<file path="config.mk">
export PLATFORM = sky130hd
export DESIGN_NAME = ps2_transmitter
export DESIGN_NICKNAME = d
export VERILOG_FILES = /design/src/rtl/ps2_transmitter.sv
export SDC_FILE = /design/constraint.sdc
export NUM_CORES = 1
export LEC_CHECK = 0
export CAP_MARGIN = 0
export CORE_ASPECT_RATIO = 1.25
export CORE_MARGIN = 8
export CORE_UTILIZATION = 50
export DETAILED_ROUTE_END_ITERATION = 10
export PLACE_DENSITY = 0.77
export REMOVE_ABC_BUFFERS = 1
export SLEW_MARGIN = 0
export SYNTH_ARGS = -nofsm -noshare
export SYNTH_HDL_FRONTEND = slang
export SYNTH_SLANG_ARGS = --single-unit
</file>
<file path="constraint.sdc">
create_clock -name clk -period 5.9 [get_ports clk]
set_input_delay 0.59 -clock clk [delete_from_list [all_inputs] [get_ports clk]]
set_output_delay 0.59 -clock clk [all_outputs]
set_load 0.005 [all_outputs]
</file>
<file path="src/rtl/ps2_transmitter.sv">
// ---------------------------------------------------------------------------
// ps2_transmitter
//
// Host-to-device PS/2 transmitter. Sends one command byte to a keyboard or
// mouse using the inhibit / request-to-send handshake: clock held low, data
// pulled low (start bit), clock released, then 8 data bits LSB first, odd
// parity and a released stop bit are placed on the data line on each
// device-generated falling clock edge. The device ACK is sampled on the
// 11th falling edge.
//
// Optional feature macro: PS2_TX_TIMEOUT_EN
//   When defined, a 19-bit counter runs from clock release until the bus
//   returns to idle; reaching TIMEOUT_CYCLES aborts with a tx_error pulse.
//   When undefined the block waits indefinitely for device clocks.
//
// Parameters:
//   INHIBIT_CYCLES  clock-low inhibit time in clk cycles (default 100 us @ 25 MHz)
//   TIMEOUT_CYCLES  clock-release-to-idle limit in clk cycles (timeout build only)
//
// Ports:
//   clk          system clock (25 MHz)
//   rst_n        asynchronous active-low reset
//   tx_data      byte to send, sampled on the accept cycle
//   tx_valid     request to send
//   tx_ready     high only in IDLE; accept = tx_valid && tx_ready
//   ps2_clk      PS/2 clock pad (read back)
//   ps2_data     PS/2 data pad (read back)
//   ps2_clk_oe   1 pulls the clock pad low, 0 releases it
//   ps2_data_oe  1 pulls the data pad low, 0 releases it
//   busy         high in every state except IDLE (gates the PS/2 receiver)
//   tx_done      one-cycle pulse: ACK received and bus back to idle
//   tx_error     one-cycle pulse: missing ACK or timeout
// ---------------------------------------------------------------------------
module ps2_transmitter #(
  parameter int unsigned INHIBIT_CYCLES = 2500,
  parameter int unsigned TIMEOUT_CYCLES = 375000
) (
  input  logic       clk,
  input  logic       rst_n,
  input  logic [7:0] tx_data,
  input  logic       tx_valid,
  output logic       tx_ready,
  input  logic       ps2_clk,
  input  logic       ps2_data,
  output logic       ps2_clk_oe,
  output logic       ps2_data_oe,
  output logic       busy,
  output logic       tx_done,
  output logic       tx_error
);

  // Inhibit counter only needs to reach INHIBIT_CYCLES-1.
  localparam int unsigned ICW = (INHIBIT_CYCLES > 1) ? $clog2(INHIBIT_CYCLES) : 1;

  // Elaboration-time guard on the configuration (19-bit timeout counter).
  if ((INHIBIT_CYCLES < 1) || (TIMEOUT_CYCLES < 1) || (TIMEOUT_CYCLES > 524287)) begin : g_param_check
    $error("ps2_transmitter: INHIBIT_CYCLES/TIMEOUT_CYCLES out of range");
  end

  typedef enum logic [2:0] {
    S_IDLE,
    S_INHIBIT,
    S_REQ,
    S_DATA,
    S_PARITY,
    S_STOP,
    S_ACK,
    S_WAIT_IDLE
  } state_t;

  state_t           state;
  logic [7:0]       shreg;
  logic             parity;
  logic [3:0]       bit_cnt;
  logic [ICW-1:0]   icnt;

  // Two-flop synchronisers; bit [1] is the older sample.
  logic [1:0]       clk_sync;
  logic [1:0]       data_sync;
  logic             clk_fall;
  logic             to_hit;

  always_ff @(posedge clk or negedge rst_n) begin
    if (!rst_n) begin
      clk_sync  <= 2'b11;
      data_sync <= 2'b11;
    end else begin
      clk_sync  <= {clk_sync[0], ps2_clk};
      data_sync <= {data_sync[0], ps2_data};
    end
  end

  assign clk_fall = (clk_sync == 2'b10);

`ifdef PS2_TX_TIMEOUT_EN
  logic [18:0] tcnt;
  logic        tracking;

  // Counts every cycle after clock release until the FSM leaves the transfer.
  assign tracking = (state == S_DATA) || (state == S_PARITY) || (state == S_STOP) ||
                    (state == S_ACK)  || (state == S_WAIT_IDLE);
  assign to_hit   = tracking && (tcnt == 19'(TIMEOUT_CYCLES - 1));

  always_ff @(posedge clk or negedge rst_n) begin
    if (!rst_n) begin
      tcnt <= '0;
    end else if (!tracking) begin
      tcnt <= '0;
    end else begin
      tcnt <= tcnt + 19'd1;
    end
  end
`else
  assign to_hit = 1'b0;
`endif

  always_ff @(posedge clk or negedge rst_n) begin
    if (!rst_n) begin
      state       <= S_IDLE;
      shreg       <= '0;
      parity      <= 1'b0;
      bit_cnt     <= '0;
      icnt        <= '0;
      ps2_clk_oe  <= 1'b0;
      ps2_data_oe <= 1'b0;
      tx_ready    <= 1'b1;
      busy        <= 1'b0;
      tx_done     <= 1'b0;
      tx_error    <= 1'b0;
    end else begin
      tx_done  <= 1'b0;
      tx_error <= 1'b0;

      // Timeout wins over any falling edge seen in the same cycle.
      if (to_hit) begin
        ps2_clk_oe  <= 1'b0;
        ps2_data_oe <= 1'b0;
        tx_error    <= 1'b1;
        busy        <= 1'b0;
        state       <= S_IDLE;
      end else begin
        case (state)
          S_IDLE: begin
            ps2_clk_oe  <= 1'b0;
            ps2_data_oe <= 1'b0;
            busy        <= 1'b0;
            tx_ready    <= 1'b1;
            if (tx_valid && tx_ready) begin
              shreg      <= tx_data;
              parity     <= ~^tx_data;
              icnt       <= '0;
              ps2_clk_oe <= 1'b1;
              tx_ready   <= 1'b0;
              busy       <= 1'b1;
              state      <= S_INHIBIT;
            end
          end

          S_INHIBIT: begin
            if (icnt == ICW'(INHIBIT_CYCLES - 1)) begin
              ps2_data_oe <= 1'b1;
              state       <= S_REQ;
            end else begin
              icnt <= icnt + 1'b1;
            end
          end

          // Start bit already on the line; release the clock to the device.
          S_REQ: begin
            ps2_clk_oe <= 1'b0;
            bit_cnt    <= '0;
            state      <= S_DATA;
          end

          S_DATA: begin
            if (clk_fall) begin
              ps2_data_oe <= ~shreg[0];
              shreg       <= {1'b0, shreg[7:1]};
              bit_cnt     <= bit_cnt + 4'd1;
              if (bit_cnt == 4'd7) begin
                state <= S_PARITY;
              end
            end
          end

          S_PARITY: begin
            if (clk_fall) begin
              ps2_data_oe <= ~parity;
              state       <= S_STOP;
            end
          end

          S_STOP: begin
            if (clk_fall) begin
              ps2_data_oe <= 1'b0;
              state       <= S_ACK;
            end
          end

          S_ACK: begin
            if (clk_fall) begin
              if (!data_sync[1]) begin
                state <= S_WAIT_IDLE;
              end else begin
                tx_error <= 1'b1;
                busy     <= 1'b0;
                state    <= S_IDLE;
              end
            end
          end

          S_WAIT_IDLE: begin
            if (clk_sync[1] && data_sync[1]) begin
              tx_done <= 1'b1;
              busy    <= 1'b0;
              state   <= S_IDLE;
            end
          end

          default: begin
            ps2_clk_oe  <= 1'b0;
            ps2_data_oe <= 1'b0;
            busy        <= 1'b0;
            state       <= S_IDLE;
          end
        endcase
      end
    end
  end

endmodule

</file>
After elaboration in Yosys (flattened, before gate mapping)
Cells that the tools add are included.
Word-level totals
  register bits: 38
  output and inout port bits: 6
  logic and storage cells: 89
Cells by class
  add/sub/neg operators: 2
  equality and inequality tests: 20
  mux-type cells: 35
  bitwise gates (word level): 2
  reduce and logical (&&, ||, !) cells: 17
Operators with widths (number)
  2-to-1 mux 3 bit: 9
  2-to-1 mux 12 bit: 2
  case mux 12 bit (2 select lines): 1
  case mux 3 bit (8 select lines): 1
  != test 2 bit, second input constant: 10
  2-to-1 mux 8 bit: 2
  case mux 8 bit (2 select lines): 1
  2-to-1 mux 1 bit: 14
  adder 12 x 1 -> 12 bit, second input constant: 1
  equality test 12 bit, second input constant: 1
  equality test 3 bit, second input constant: 4
  case mux 4 bit (2 select lines): 1
  AND reduction 8 bit: 1
  nonzero test 2 bit: 4
  XNOR reduction 8 bit: 1
  equality test 3 x 2 -> 1 bit, second input constant: 2
  AND reduction 3 bit: 2
  case mux 1 bit (5 select lines): 1
  AND reduction 5 bit: 1
  nonzero test 5 bit: 1
  adder 4 x 1 -> 4 bit, second input constant: 1
  equality test 4 x 3 -> 1 bit, second input constant: 1
  2-to-1 mux 4 bit: 1
  AND reduction 2 bit: 2
  9 further kinds: 11

Longest topological paths before layout
  depth after elaboration: 4
  gate-level depth with buffers: 7

Least setup slack after synthesis
No wires, ideal clock.
  path type: flip-flop to flip-flop
  from: reg icnt[0]
  to: reg state[0]
  setup time: 0.127 ns
  arrival time: 1.980 ns
  data required time: 5.773 ns
  setup slack: 3.792 ns
  stages on the path, launching flop included: 6
  clock period less this slack: 2.108 ns
  cells stage by stage: dfrtp_1 -> ha_1 -> or4b_1 -> o41ai_2 -> and4bb_2 -> mux2_1
Between the ends
  cells in the longest elaborated chain, start to end: 3
RTL lines
  start, declared: line 75  | logic [ICW-1:0] icnt;
  start signal, assigned: line 164  | icnt <= icnt + 1'b1;
  equality test 12 bit: line 160  | if (icnt == ICW'(INHIBIT_CYCLES - 1)) begin
  != test 2 bit (no line)
  AND reduction 8 bit (no line)
  end signal, assigned: line 155  | state <= S_INHIBIT;
  end signal, assigned: line 162  | state <= S_REQ;
  end signal, assigned: line 172  | state <= S_DATA;
  end, declared: line 71  | state_t state;
No other way between the ends.
A chain may end at the register's enable or synchronous reset.

Final worst setup path
Same ends and word-level chain as after synthesis.

==> flow_summary.ini <==
[drt]
drt_first_pass_iters = 5
viasPerCell = 5.74
drt_iter0_drc = 117
vias = 1606
ant_nets = 0
drc = 0
routed_wl_um = 4100
post_drt_wl_per_cell_um = 14.7

[placement]
post-dp-hpwl_um = 2820
portBuffers = 18
gp_routability_congestion = 0.847

[floorplan]
core_um2 = 3820
start_util_pct = 52.2
die_y_um = 86.5
die_w_um = 72.4
row_count = 25
io_pins = 19
die_area_um2 = 6270

[cts]
cts_made_buffers = 5
path_clk_slew_ps = 70
cts_tree = done
cts_resized = 0
insertion_delay_ps = 290
clk_path_buf_depth = 2
post_cts_buffers = 0
htreeDepth = 2
cts_hold_buf = 0
cts_root_buf = clkbuf_8
cts.sink_count = 38

[power_and_ir_drop]
power.internal_mw = 0.635
power_density_nw_per_um2 = 457
ir_drop_uv = 201
p_comb_share_pct = 38.2
leakage_nw = 0.889
pwr-share-seq_pct = 44.4
p_sw_share_pct = 38.9
clockPowerShare_pct = 17.4
p_switching_mw = 0.404

[timing]
period_minus_slack_ps = 2350
rsz0062_at_grt = false
clock.fmax_mhz = 426
setup_viol = 0
timing.final.crit_share_pct = 39.8
drv_slew = 0
whs_ps = 355
finalHoldViolations = 0
slew_headroom_pct = 44.4
fin_skew_ps = 8.00
setup-tns-final_ps = 0
tightest_slew_ps = 834

[outcome]
outcome = completed

[critical_path]
cp.required_ps = 6070
cpMaxStageDelayCell = or4b_1
startpoint_type = flop
crit_chain = ha_1, or4b_1, o41ai_2, buf_4, and4bb_2, mux2_1
cp.arrival_ps = 2520
slowest_delay_ps = 450
cp-end-kind = flop
critPathKind = reg2reg
worstPathMaxFanout = 21

[job]
cap_violations = 0

[global_routing]
gr-total-overflow = 0
grt_pass1_vias = 1630
grt.total_usage_pct = 14.7
antenna_found_initial = 0
grt_pass1_wl_um = 7380
grt_start_max_net_pins = 39

[synthesis]
yosysSeqAreaShare_pct = 48.1
synth.avg_cell_area_um2 = 9.57
ys_seq_elements = 38
synthDistinctLibCells = 48
syn_inst = 208
synthFlopType = dfrtp_1
ys.warnings.count = 0
syn_area_um2 = 1990
synth_edf_count = 0
async_flop_share_pct = 100

[cells_and_area]
drive_above_1_share_pct = 11.1
area_growth_pct = 14.1
fill_cells = 375
diodes = 0
fin_nets = 240

[min_path]
worst_hold_path_type = reg2reg
-- routing by layer --
metal  vias up  global-route usage, %  part of all wire [%]
met4         0                   5.84                   1.4
met3         6                   4.85                   4.8
met5         -                      0                     0
li1        783                      -                     -
met1       774                   16.7                    42
met2        43                   24.7                    52
-- flip-flops by register name (all words and copies together), names as in the netlist --
register     cells
state            3
data_sync        2
shreg            8
busy             1
icnt            12
parity           1
bit_cnt          4
tx_done          1
ps2_clk_oe       1
ps2_data_oe      1
clk_sync         2
tx_ready         1
tx_error         1
-- metrics by stage --
step | total power, mW | cells | setup slack, ps | instance area, µm² | util [%]
2_1_floorplan | 0.726 | 199 | 3080 | 1930 | -
3_3_place_gp | 0.843 | 272 | 3610 | 2180 | 57.1
3_5_place_dp | 0.860 | 272 | 3570 | 2180 | 57.1
4_1_cts | 1.05 | 280 | 3550 | 2270 | 59.5
5_1_grt | 1.13 | 280 | 3410 | 2270 | 59.5
6_report | 1.04 | 280 | 3550 | 2270 | 59.5
-- worst max-delay path, delay by kind of cell, from the launching register on --
kind	cells	cell delay [ps]
and+or+nand+nor	2	720
DFF	1	380
AOI/OAI and AO/OA	1	340
muxes	1	320
buffers and inverters	1	280
adders and majority gates	1	190
-- cell type report --
| type | count | area [µm²] | area share [%] |
|---|---|---|---|
| Timing Repair Buffer | 19 | 183 | 8.04 |
| Sequential cell | 38 | 957 | 42.1 |
| Clock buffer | 8 | 90.1 | 3.97 |
| Tap cell | 54 | 67.6 | 2.98 |
| Multi-Input combinational cell | 155 | 951 | 41.9 |
| Inverter | 6 | 22.5 | 0.992 |
-- layout by cell type, fill, tap and decap left out, drive strengths merged, types with 2 or more instances in the layout --
cell / netlist / layout
dfrtp: 33 / 33
nand2: 30 / 30
nor2: 19 / 19
clkdlybuf4s50: 0 / 17
a31oi: 13 / 13
o21ai: 11 / 11
nand3: 9 / 9
xnor2: 8 / 8
clkbuf: 5 / 8
a21oi: 7 / 7
nand2b: 6 / 6
inv: 6 / 6
nor3: 5 / 5
dfstp: 5 / 5
o31ai: 4 / 4
nor2b: 3 / 3
o211ai: 3 / 3
or3: 3 / 3
or3b: 2 / 2
nand4: 2 / 2
or4: 2 / 2
nor4: 2 / 2
nor4b: 2 / 2
a41oi: 2 / 2
nand3b: 2 / 2
a32o: 2 / 2
xor2: 2 / 2
ha: 2 / 2
buf: 4 / 2
-- power groups by stage --
stage,Clock [mW],Sequential (mW),Combinational (mW)
after global routing,0.196,0.481,0.456
after CTS,0.186,0.460,0.402
after floorplan,0,0.440,0.286
after global placement,0,0.461,0.382
final,0.181,0.461,0.396
after detailed placement,0,0.465,0.394
-- final timing paths --
path                              start      endpoint  slack [ps]  cells after the start
min                        data_sync[0]  data_sync[1]         360                      0
min reg2reg                data_sync[0]  data_sync[1]         360                      0
max                             icnt[0]      state[0]        3550                      6
min in group asynchronous         rst_n       icnt[5]         400                      1
max in group asynchronous         rst_n    bit_cnt[2]        4970                      1
max reg2reg                     icnt[0]      state[0]        3550                      6
-- kinds of logic after synthesis --
group	count (synthesis)	synth area share [%]
AND/OR/NAND/NOR	95	25.5
AO/OA/AOI/OAI	46	15.6
flip-flops	38	48.1
buffers and inverters	15	4.15
XOR/XNOR	10	4.40
multiplexers	2	1.07
adder cells (fa/ha/maj)	2	1.26
-- cells in the mapped netlist (all sizes together) (3+ instances only) --
| cell | instances | share of area (%) |
|---|---|---|
| dfrtp | 33 | 41 |
| nand2 | 30 | 5.8 |
| nor2 | 19 | 3.6 |
| a31oi | 13 | 4.4 |
| o21ai | 11 | 2.8 |
| nand3 | 9 | 2.5 |
| xnor2 | 8 | 3.5 |
| a21oi | 7 | 1.8 |
| inv | 6 | 1.1 |
| nand2b | 6 | 1.9 |
| clkbuf | 5 | 0.94 |
| dfstp | 5 | 6.6 |
| nor3 | 5 | 1.3 |
| buf | 4 | 2.1 |
| o31ai | 4 | 1.5 |
| nor2b | 3 | 0.94 |
| o211ai | 3 | 1.1 |
| or3 | 3 | 1.0 |
(Power assumes the default switching activity.)
